$ cat src/rtl/uart_tx_sched.sv
// Round-robin scheduler sharing one uart_tx between N_REQ byte requesters.
// One frame is FRAME_TICKS baud rising edges, followed by GAP_TICKS idle edges.
`timescale 1ns/1ps
module uart_tx_sched #(
   parameter int N_REQ       = 4,
   parameter int FRAME_TICKS = 10,
   parameter int GAP_TICKS   = 1
) (
   input  logic               clk,
   input  logic               rst,
   input  logic               baud_tick,
   input  logic [N_REQ-1:0]   req,
   input  logic [8*N_REQ-1:0] req_data,
   output logic [N_REQ-1:0]   ack,
   output logic [N_REQ-1:0]   grant,
   output logic               tx_en,
   output logic [7:0]         tx_data,
   output logic               busy
);

   localparam int CNT_MAX = (FRAME_TICKS > GAP_TICKS) ? FRAME_TICKS : GAP_TICKS;
   localparam int CNT_W   = $clog2(CNT_MAX + 1);
   localparam int PTR_W   = $clog2(N_REQ);
   localparam logic [CNT_W-1:0] FRAME_LAST = CNT_W'(FRAME_TICKS - 1);
   localparam logic [CNT_W-1:0] GAP_LAST   = CNT_W'((GAP_TICKS > 0) ? GAP_TICKS - 1 : 0);
   localparam logic [PTR_W-1:0] PTR_INIT   = PTR_W'(N_REQ - 1);

   typedef enum logic [1:0] {IDLE, SEND, GAP} state_t;

   state_t             state, state_nxt;
   logic               baud_q, rise;
   logic [CNT_W-1:0]   tick_cnt, tick_nxt;
   logic [PTR_W-1:0]   rr_ptr, rr_nxt, winner, scan_idx;
   logic               found;
   logic [N_REQ-1:0]   win_oh;
   logic [7:0]         req_bytes [N_REQ];
   logic [N_REQ-1:0]   ack_nxt, grant_nxt;
   logic               tx_en_nxt, busy_nxt;
   logic [7:0]         tx_data_nxt;

   for (genvar g = 0; g < N_REQ; g++) begin : g_bytes
      assign req_bytes[g] = req_data[8*g +: 8];
   end

   // Frame timing only ever advances on a rising baud edge.
   assign rise = baud_tick & ~baud_q;

   // Scan starts just after the last winner, so the last winner has lowest priority.
   always_comb begin
      found    = 1'b0;
      winner   = '0;
      scan_idx = '0;
      win_oh   = '0;
      for (int i = 1; i <= N_REQ; i++) begin
         scan_idx = PTR_W'((int'(rr_ptr) + i) % N_REQ);
         if (!found && req[scan_idx]) begin
            found          = 1'b1;
            winner         = scan_idx;
            win_oh         = '0;
            win_oh[scan_idx] = 1'b1;
         end
      end
   end

   always_ff @(posedge clk or posedge rst) begin
      if (rst) state <= IDLE;
      else     state <= state_nxt;
   end

   always_comb begin
      state_nxt = state;
      case (state)
         IDLE:    if (found) state_nxt = SEND;
         SEND:    if (rise && tick_cnt == FRAME_LAST)
                     state_nxt = (GAP_TICKS == 0) ? IDLE : GAP;
         GAP:     if (rise && tick_cnt == GAP_LAST) state_nxt = IDLE;
         default: state_nxt = IDLE;
      endcase
   end

   always_comb begin
      ack_nxt     = '0;
      grant_nxt   = grant;
      tx_en_nxt   = tx_en;
      tx_data_nxt = tx_data;
      busy_nxt    = busy;
      tick_nxt    = tick_cnt;
      rr_nxt      = rr_ptr;
      case (state)
         IDLE: begin
            if (found) begin
               ack_nxt     = win_oh;
               grant_nxt   = win_oh;
               tx_en_nxt   = 1'b1;
               tx_data_nxt = req_bytes[winner];
               busy_nxt    = 1'b1;
               rr_nxt      = winner;
               tick_nxt    = '0;
            end
         end
         SEND: begin
            if (rise) begin
               if (tick_cnt == FRAME_LAST) begin
                  tx_en_nxt = 1'b0;
                  grant_nxt = '0;
                  tick_nxt  = '0;
                  busy_nxt  = (GAP_TICKS != 0);
               end else begin
                  tick_nxt = tick_cnt + 1'b1;
               end
            end
         end
         GAP: begin
            if (rise) begin
               if (tick_cnt == GAP_LAST) begin
                  busy_nxt = 1'b0;
                  tick_nxt = '0;
               end else begin
                  tick_nxt = tick_cnt + 1'b1;
               end
            end
         end
         default: ;
      endcase
   end

   // Everything, byte latch included, clears on reset so an interrupted frame leaves no trace.
   always_ff @(posedge clk or posedge rst) begin
      if (rst) begin
         baud_q   <= 1'b0;
         tick_cnt <= '0;
         rr_ptr   <= PTR_INIT;
         ack      <= '0;
         grant    <= '0;
         tx_en    <= 1'b0;
         tx_data  <= '0;
         busy     <= 1'b0;
      end else begin
         baud_q   <= baud_tick;
         tick_cnt <= tick_nxt;
         rr_ptr   <= rr_nxt;
         ack      <= ack_nxt;
         grant    <= grant_nxt;
         tx_en    <= tx_en_nxt;
         tx_data  <= tx_data_nxt;
         busy     <= busy_nxt;
      end
   end

endmodule

$ cat config.mk
export PLATFORM = sky130hd
export DESIGN_NAME = uart_tx_sched
export DESIGN_NICKNAME = d
export VERILOG_FILES = /design/src/rtl/uart_tx_sched.sv
export SDC_FILE = /design/constraint.sdc
export NUM_CORES = 1
export LEC_CHECK = 0
export CORE_MARGIN = 3
export CORE_UTILIZATION = 53
export DETAILED_ROUTE_END_ITERATION = 10
export MAX_ROUTING_LAYER = met4
export PLACE_DENSITY = 0.95
export SLEW_MARGIN = 20
export SYNTH_ARGS = -nofsm -noshare
export SYNTH_HDL_FRONTEND = slang
export SYNTH_SLANG_ARGS = --single-unit
$ cat constraint.sdc
create_clock -name clk -period 9.5 [get_ports clk]
set_input_delay 1.425 -clock clk [delete_from_list [all_inputs] [get_ports clk]]
set_output_delay 1.425 -clock clk [all_outputs]
set_load 0.05 [all_outputs]
==> out/qor.yml, run 1 <==
layout_min_cycle_time_ns: 4.21
cellLeakagePower_uw: 0.00116
worst_slew_pin_slew_ns: 1.01
skew_ns: 0.00539
crit_fanout: 35
synth_seq_cells: 27
clkLatencyLatePin_ns: 0.27
cp-end-kind: "flip-flop"
final-hold-violation-count: 0
dieHeight_um: 70.9
routedWlPerCell_um: 17.4
ios: 57
place_hpwl_mm: 4.22
gp_congestion: 0.820
synthesis.nets: 291
gr-total-overflow: 0
worstPathRequired_ns: 9.62
finalSetupTns_ns: 0
fmax_mhz: 238
rsz0062_at_grt: "false"
synth.avg_cell_area_sq_um: 9.42
placedCellCount: 327
synth-edff-count: 0
fin_ws_ns: 5.29
num_rows: 22
vias: 2129
post-route-period-util: 0.443
instances_no_fill: 331
dieArea_sq_um: 5030
antennaDiodeCount: 0
setup_violations: 0
grt_pass1_vias: 2042
die_width_um: 70.9
start_util: 0.580
drc_errors: 0
synth.cell_area_sq_um: 2230
yosysWarningCount: 0
synthCells: 237
grt_first_pass_wirelength_mm: 9.65
slew-limit-headroom: 0.328
peakVddDrop_uv: 187
vias_per_cell: 6.43
cap_viol_max_count: 0
yosys.area.top_type: "dfrtp_1"
min_path_type: "flip-flop to flip-flop"
cp_data_arrival_time_ns: 4.33
cts_root_buffer: "clkbuf_8"
power.density_nw_per_um2: 365
drive_gt1_frac: 0.0989
wirelength_mm: 5.75
max_stage_delay_ns: 1.01
drtIter0Drc: 181
rrSetupSlack_ns: 5.29
ys_seq_area_frac: 0.304
post-cts-setup-buffers: 0
cp_slowest_cell: "dfstp_2"
drv_slew: 0
grt_start_max_net_pins: 36
h-tree-depth: 1
cts_hold_buffers: 0
synth_area_leaders: "dfrtp_1 28%, ha_1 8.4%, mux2_2 5.5%"
antenna_found_initial: 0
path_clk_slew_ns: 0.09
start_kind: "flip-flop"
clkSinkCount: 27
synth_top_cell_area_share: 0.280
post_cts_resized: 0
synthToLayoutAreaGrowth_pct: 26.2
cts_max_path_buffers: 2
drtAntennaViolNets: 0
cts_tree: "done"
core_region_area_sq_um: 3850
synth_ff_type: "dfrtp_1"
cts_buffers: 3
grt.total_usage: 0.239
async_flop_share: 1.00
drtPass1Iterations: 4
portBuffers: 56
nNetsFinal: 338
yosysUniqueCellTypes: 55
dp_worst_setup_slack_ns: 5.21
path_cells: "clkinv_1, ha_1, mux4_2, nor2b_4, or2_1, mux2_4, o211ai_2, o211ai_1"
critPathKind: "flip-flop to flip-flop"
status: "finished, final reports clean"
area by class of cell:
| cell class | instances | area (sq um) |
|---|---|---|
| multi-input combinational | 188 | 1440 |
| inverter | 8 | 30.0 |
| timing repair buffer | 56 | 561 |
| clock inverter | 1 | 5.00 |
| fill | 279 | 1030 |
| tap | 48 | 60.1 |
| clock buffer | 3 | 41.3 |
| sequential | 27 | 678 |
worst max-delay path, delay by kind of cell (launching register included):
kind            cells  cell delay (ns)
flops               1             1.01
buf+inv             1             0.58
compound gates      2             0.26
simple gates        2             0.64
fa+ha+maj           1             0.60
mux                 2             0.96
state kept, by name, summed over array words and instances (netlist names), 2 cells and up:
name      cells
tick_cnt      4
grant         4
state         2
tx_data       8
ack           4
rr_ptr        2
power by group:
part           switching, uW  internal, uW  total (uW)
registers               59.5           166         226
clock network           34.9          29.4        64.3
logic                    444           296         740
path summary, 6_finish.rpt:
kind / startpoint / to / cells after the start
setup / recovery: rr_ptr[0]$_DFFE_PP1P_ / tx_data[7]$_DFFE_PP0P_ / 8
hold / removal: grant[1]$_DFFE_PP0P_ / grant[1]$_DFFE_PP0P_ / 2
min in group asynchronous: rst / ack[0]$_DFF_PP0_ / 2
setup reg to reg: rr_ptr[0]$_DFFE_PP1P_ / tx_data[7]$_DFFE_PP0P_ / 8
hold reg to reg: grant[1]$_DFFE_PP0P_ / grant[1]$_DFFE_PP0P_ / 2
max in group asynchronous: rst / baud_q$_DFF_PP0_ / 2
cell families after synthesis:
kind of cell	count (synthesis)	synth area share
multiplexers	26	0.142
XOR/XNOR	1	0.00392
adder cells (fa/ha/maj)	15	0.0840
AO/OA/AOI/OAI	75	0.258
buffers and inverters	22	0.0499
AND/OR/NAND/NOR	71	0.159
flip-flops	27	0.304
per-stage QoR:
stage	power (uW)	instance area (sq um)	hold WS, ns	util
6_report	1030	2820	0.499	0.731
5_1_grt	1100	2820	0.536	0.731
4_1_cts	1020	2820	0.511	0.731
3_5_place_dp	957	2770	0.490	0.719
3_3_place_gp	931	2770	0.474	0.719
2_1_floorplan	785	2230	0.496	-
cells in the final DEF, fill, tap and decap left out, types with 3 or more instances in the layout:
| cell | instances |
|---|---|
| o32a_1 | 7 |
| mux2i_1 | 11 |
| clkbuf_8 | 3 |
| o22ai_1 | 7 |
| inv_1 | 7 |
| a221oi_1 | 4 |
| mux4_2 | 3 |
| nor2b_1 | 3 |
| ha_1 | 15 |
| or3_1 | 4 |
| nand2b_1 | 4 |
| nand3_1 | 9 |
| clkdlybuf4s50_1 | 56 |
| a211o_1 | 8 |
| dfrtp_1 | 25 |
| a22oi_1 | 4 |
| a21oi_1 | 5 |
| nor2_1 | 14 |
| nand2_1 | 24 |
| mux2_2 | 11 |
| o21ai_0 | 15 |
| o221ai_1 | 7 |
synthesized netlist by cell type (all sizes together) (8+ instances only):
master	instances
nand2	24
dfrtp	25
mux2	12
ha	15
mux2i	11
nand3	9
buf	9
nor2	14
a211o	8
o21ai	17
routing by layer:
layer | global-route usage | wire length [um]
met5 | - | 0
met4 | 0.0668 | 93
met3 | 0.0398 | 443
met2 | 0.398 | 2800
met1 | 0.301 | 2420
Note: power is estimated with default switching activity, not from simulation.
==> inputs of run 2 (changes only) <==
CORE_UTILIZATION = 50   (was 53)
PLACE_DENSITY = 0.91   (was 0.95)
clock period = 4.1 ns   (was 9.5 ns; I/O delays follow)
==> run 2 against run 1 <==
Cell count is 0.91% higher. Critical path depth stayed put. Largest power group unchanged. Critical path type unchanged. Non-clock buffer count is 1 higher. Combinational power is 140% higher. Via count is 2.6% lower. Die area is 5.5% higher. Global-route usage is 1.4 points lower.
==> out/qor.yml, run 2 (same netlist as run 1, synthesis figures left out) <==
worstPathRequired_ns: 4.24
dieArea_sq_um: 5300
drc_errors: 0
setup_violations: 0
h-tree-depth: 1
post_cts_resized: 0
cts_max_path_buffers: 2
hold_start: "tx_data[0]$_DFFE_PP0P_"
synthToLayoutAreaGrowth_pct: 26.8
r2r_end: "tx_data[7]$_DFFE_PP0P_"
skew_ns: 0.00669
gr-total-overflow: 0
crit_fanout: 15
place_hpwl_mm: 4.20
instances_no_fill: 334
grt_start_max_net_pins: 35
post-route-period-util: 0.816
largest_reg_flops: 8
drtAntennaViolNets: 0
core_region_area_sq_um: 4140
cts_buffers: 3
antenna_found_initial: 0
drive_gt1_frac: 0.102
cts_hold_buffers: 0
drtIter0Drc: 179
fmax_mhz: 299
portBuffers: 56
min_path_type: "flip-flop to flip-flop"
rrSetupSlack_ns: 0.76
gp_congestion: 0.870
path_cells: "clkinv_1, ha_1, mux4_2, nor2b_4, or2_1, mux2_4, o211ai_2, o211ai_1"
min_path_cells: 2
drv_slew: 0
cp_slowest_cell: "mux4_2"
finalSetupTns_ns: 0
routedWlPerCell_um: 17.0
cp_data_arrival_time_ns: 3.49
status: "finished, final reports clean"
path_delay_family: "multiplexers"
post-cts-setup-buffers: 0
num_rows: 23
start_kind: "flip-flop"
min_to: "tx_data[0]$_DFFE_PP0P_"
cp-end-kind: "flip-flop"
clkSinkCount: 27
r2r_cells: 8
power.density_nw_per_um2: 840
r2r_start: "rr_ptr[0]$_DFFE_PP1P_"
layout_min_cycle_time_ns: 3.34
nNetsFinal: 339
cellLeakagePower_uw: 0.00116
cts_root_buffer: "clkbuf_8"
antennaDiodeCount: 0
die_width_um: 72.8
vias: 2073
layout_common_cells: "56 x clkdlybuf4s50_1, 25 x dfrtp_1, 24 x nand2_1"
critPathKind: "flip-flop to flip-flop"
grt_pass1_vias: 1979
clkLatencyLatePin_ns: 0.28
grt_first_pass_wirelength_mm: 9.28
placedCellCount: 330
path_clk_slew_ns: 0.10
regMostFlops: "tx_data"
layout_commonest_cell: "clkdlybuf4s50_1"
cap_viol_max_count: 0
cts_tree: "done"
critical_path_buf_inv_count: 1
wirelength_mm: 5.67
dieHeight_um: 72.8
grt.total_usage: 0.225
slew-limit-headroom: 0.308
whs_ns: 0.507
start_util: 0.539
worst_slew_pin_slew_ns: 1.03
max_stage_delay_ns: 0.57
final-hold-violation-count: 0
peakVddDrop_uv: 569
ios: 57
vias_per_cell: 6.21
rsz0062_at_grt: "false"
drtPass1Iterations: 4
[run 2: changes by cell type in the layout (fill, tap and decap cells not counted), sizes merged]
| cell | change |
|---|---|
| buf | +1 |
| inv | -1 |
| clkinvlp | +1 |
[run 2: worst reg2reg max path: stages, from the launching register on]
cell	delay, ns
dfstp_2	0.54
clkinv_1	0.30
ha_1	0.55
mux4_2	0.57
nor2b_4	0.20
or2_1	0.44
mux2_4	0.38
o211ai_2	0.13
o211ai_1	0.10
[run 2: routing by layer]
metal,global-route usage,vias to the layer above,routed length (um)
met3,0.0496,17,456
met5,-,-,0
met4,0.0902,0,199
met1,0.275,976,2380
met2,0.362,76,2640
li1,-,1004,-
[run 2: final cells by class]
cell class	count	area, sq um
clock buffer	3	41.3
clock inverter	1	7.51
fill	322	1310
inverter	8	30.0
multi-input combinational	188	1440
sequential	27	678
tap	50	62.6
timing repair buffer	57	568
[run 2: through the flow]
step | instance area [sq um] | util | setup slack (ns) | power (uW)
finish | 2830 | 0.683 | 0.755 | 2380
global route | 2830 | 0.683 | 0.585 | 2560
CTS | 2830 | 0.683 | 0.758 | 2380
detailed placement | 2780 | 0.671 | 0.653 | 2220
global placement | 2780 | 0.671 | 0.780 | 2170
floorplan | 2230 | - | 0.903 | 1820
[run 2: power by group]
group	total [uW]	switching, uW	internal (uW)	leakage [uW]
clock network	156	87.3	69.2	0.0000217
logic	1760	1070	690	0.000799
registers	460	76.5	384	0.000337
[run 2: how the worst max path moves through the flow]
| stage | from | cells past startpoint | end |
|---|---|---|---|
| floorplan | rr_ptr[0]$_DFFE_PP1P_ | 10 | tx_data[7]$_DFFE_PP0P_ |
| detailed placement | req[3] | 7 | tx_data[7]$_DFFE_PP0P_ |
| global route | rr_ptr[0]$_DFFE_PP1P_ | 8 | tx_data[7]$_DFFE_PP0P_ |
| finish | rr_ptr[0]$_DFFE_PP1P_ | 8 | tx_data[7]$_DFFE_PP0P_ |
| CTS | rr_ptr[0]$_DFFE_PP1P_ | 8 | tx_data[7]$_DFFE_PP0P_ |
| global placement | req[3] | 7 | tx_data[7]$_DFFE_PP0P_ |
==> inputs of run 3 (changes only) <==
CORE_UTILIZATION = 45   (was 50)
PLACE_DENSITY = 0.87   (was 0.91)
clock period = 2.9 ns   (was 4.1 ns; I/O delays follow)
==> run 3 against run 2 <==
Routed wire length rose by 7.0%. Clock power grew 41%. Final area is 6.7% higher. Clock skew is 0.0010 ns higher. Hold slack about the same. Critical path depth increased by 1. Largest power group unchanged. Flip-flop and latch count did not move. Critical endpoint is now tx_data[1]$_DFFE_PP0P_.
==> out/qor.yml, run 3 (same netlist as run 1, synthesis figures left out) <==
antennaDiodeCount: 0
finalSetupTns_ns: 0
die_width_um: 76.5
path_cells: "inv_1, ha_4, mux4_2, nor2b_4, or2_1, buf_4, mux2i_1, a211o_1, nand3_1"
r2r_end: "tx_data[1]$_DFFE_PP0P_"
grt_first_pass_wirelength_mm: 10.4
place_hpwl_mm: 4.60
cts_root_buffer: "clkbuf_8"
largest_reg_flops: 8
dpl-instance-area_sq_um: 2960
cts_hold_buffers: 0
worstPathRequired_ns: 3.12
power.switching_uw: 1810
cp_slowest_cell: "mux4_2"
vias_per_cell: 5.85
drtIter0Drc: 135
clkLatencyLatePin_ns: 0.28
drive_gt1_frac: 0.169
drc_errors: 0
regMostFlops: "tx_data"
worst_slew_pin_slew_ns: 0.891
cts_buffers: 3
layout_commonest_cell: "clkdlybuf4s50_1"
rrSetupSlack_ns: 0.14
drtAntennaViolNets: 0
wirelength_mm: 6.07
drtPass1Iterations: 4
max_stage_delay_ns: 0.55
p_int_uw: 1790
grt.total_usage: 0.218
core_region_area_sq_um: 4750
antenna_found_initial: 0
clkSinkCount: 27
cap_viol_max_count: 0
ios: 57
setup_violations: 0
slew-limit-headroom: 0.402
power_frac_clock: 0.061
combPwrFrac: 0.763
cts_tree: "done"
status: "finished, final reports clean"
nNetsFinal: 357
peakVddDrop_uv: 610
switching_share: 0.504
vias: 2159
critPathKind: "flip-flop to flip-flop"
h-tree-depth: 1
grt_pass1_vias: 2188
start_util: 0.470
cp-end-kind: "flip-flop"
drv_slew: 0
final-hold-violation-count: 0
crit_fanout: 7
cp_data_arrival_time_ns: 2.98
layout_min_cycle_time_ns: 2.76
rsz0062_at_grt: "false"
hold_start: "grant[1]$_DFFE_PP0P_"
r2r_cells: 9
dieHeight_um: 76.5
min_path_type: "flip-flop to flip-flop"
grt_start_max_net_pins: 35
post-route-period-util: 0.953
gr-total-overflow: 0
cellLeakagePower_uw: 0.00125
cts_max_path_buffers: 2
routedWlPerCell_um: 16.4
start_kind: "flip-flop"
path_clk_slew_ns: 0.10
fin_area_sq_um: 3020
pwr-share-seq: 0.176
fmax_mhz: 362
synthToLayoutAreaGrowth_pct: 35.2
gp_congestion: 0.897
power.density_nw_per_um2: 1190
portBuffers: 56
min_path_cells: 2
post-cts-setup-buffers: 0
layout_common_cells: "56 x clkdlybuf4s50_1, 25 x dfrtp_1, 24 x nand2_1"
num_rows: 25
dieArea_sq_um: 5840
r2r_start: "rr_ptr[1]$_DFFE_PP1P_"
min_to: "grant[1]$_DFFE_PP0P_"
post_cts_resized: 0
skew_ns: 0.00772
[run 3: changes by cell type in the layout (fill, tap and decap cells not counted)]
cell	previous run	this run
clkinv_4	0	1
or3_4	0	1
buf_4	1	18
clkinv_1	2	1
ha_1	15	14
a221oi_2	0	1
a221oi_1	4	3
buf_6	0	1
or3_1	4	3
ha_4	0	1
[run 3: final cells by class]
type                    count  area [sq um]
clock inverters             1          7.51
multi-input cells         188          1470
repair buffers             75           707
inverters                   8          35.0
clock buffers               3          41.3
fillers                   387          1730
well taps                  67          83.8
flip-flops and latches     27           678
[run 3: worst max path at each step]
stage,from,endpoint,cells after the start
after floorplan,rr_ptr[0]$_DFFE_PP1P_,tx_data[7]$_DFFE_PP0P_,10
after global placement,req[3],tx_data[7]$_DFFE_PP0P_,7
after detailed placement,req[3],tx_data[1]$_DFFE_PP0P_,8
after CTS,rr_ptr[1]$_DFFE_PP1P_,tx_data[7]$_DFFE_PP0P_,8
after global routing,rr_ptr[1]$_DFFE_PP1P_,grant[0]$_DFFE_PP0P_,9
final,rr_ptr[1]$_DFFE_PP1P_,tx_data[1]$_DFFE_PP0P_,9
[run 3: power groups by stage]
stage	logic, uW	clock network [uW]	registers (uW)
after floorplan	1590	0	1010
after detailed placement	2700	0	639
after global placement	2620	0	632
after global routing	2970	246	651
final	2740	220	634
after CTS	2720	228	631
[run 3: layer usage]
metal / part of all wire / vias to the layer above / global-route usage / routed length, um
li1: - / 1035 / - / -
met1: 0.42 / 1021 / 0.262 / 2570
met2: 0.48 / 85 / 0.357 / 2930
met3: 0.063 / 18 / 0.0579 / 385
met4: 0.031 / 0 / 0.0670 / 186
met5: 0 / - / - / 0
[run 3: worst max-delay path, delay by kind of cell, from the launching register on]
family	cells	cell delay (ns)
mux	2	0.68
flops	1	0.54
simple gates	3	0.53
fa+ha+maj	1	0.34
buf+inv	2	0.32
compound gates	1	0.30
[run 3: per-stage QoR]
stage / hold WS [ns] / utilization / cells / power, uW / worst slack [ns]
finish: 0.508 / 0.635 / 369 / 3600 / 0.137
global route: 0.526 / 0.635 / 369 / 3870 / 0.0250
CTS: 0.510 / 0.632 / 369 / 3580 / 0.0797
detailed placement: 0.486 / 0.622 / 365 / 3340 / 0.0401
global placement: 0.480 / 0.622 / 365 / 3250 / 0.103
floorplan: 0.466 / - / 237 / 2600 / 0.00772
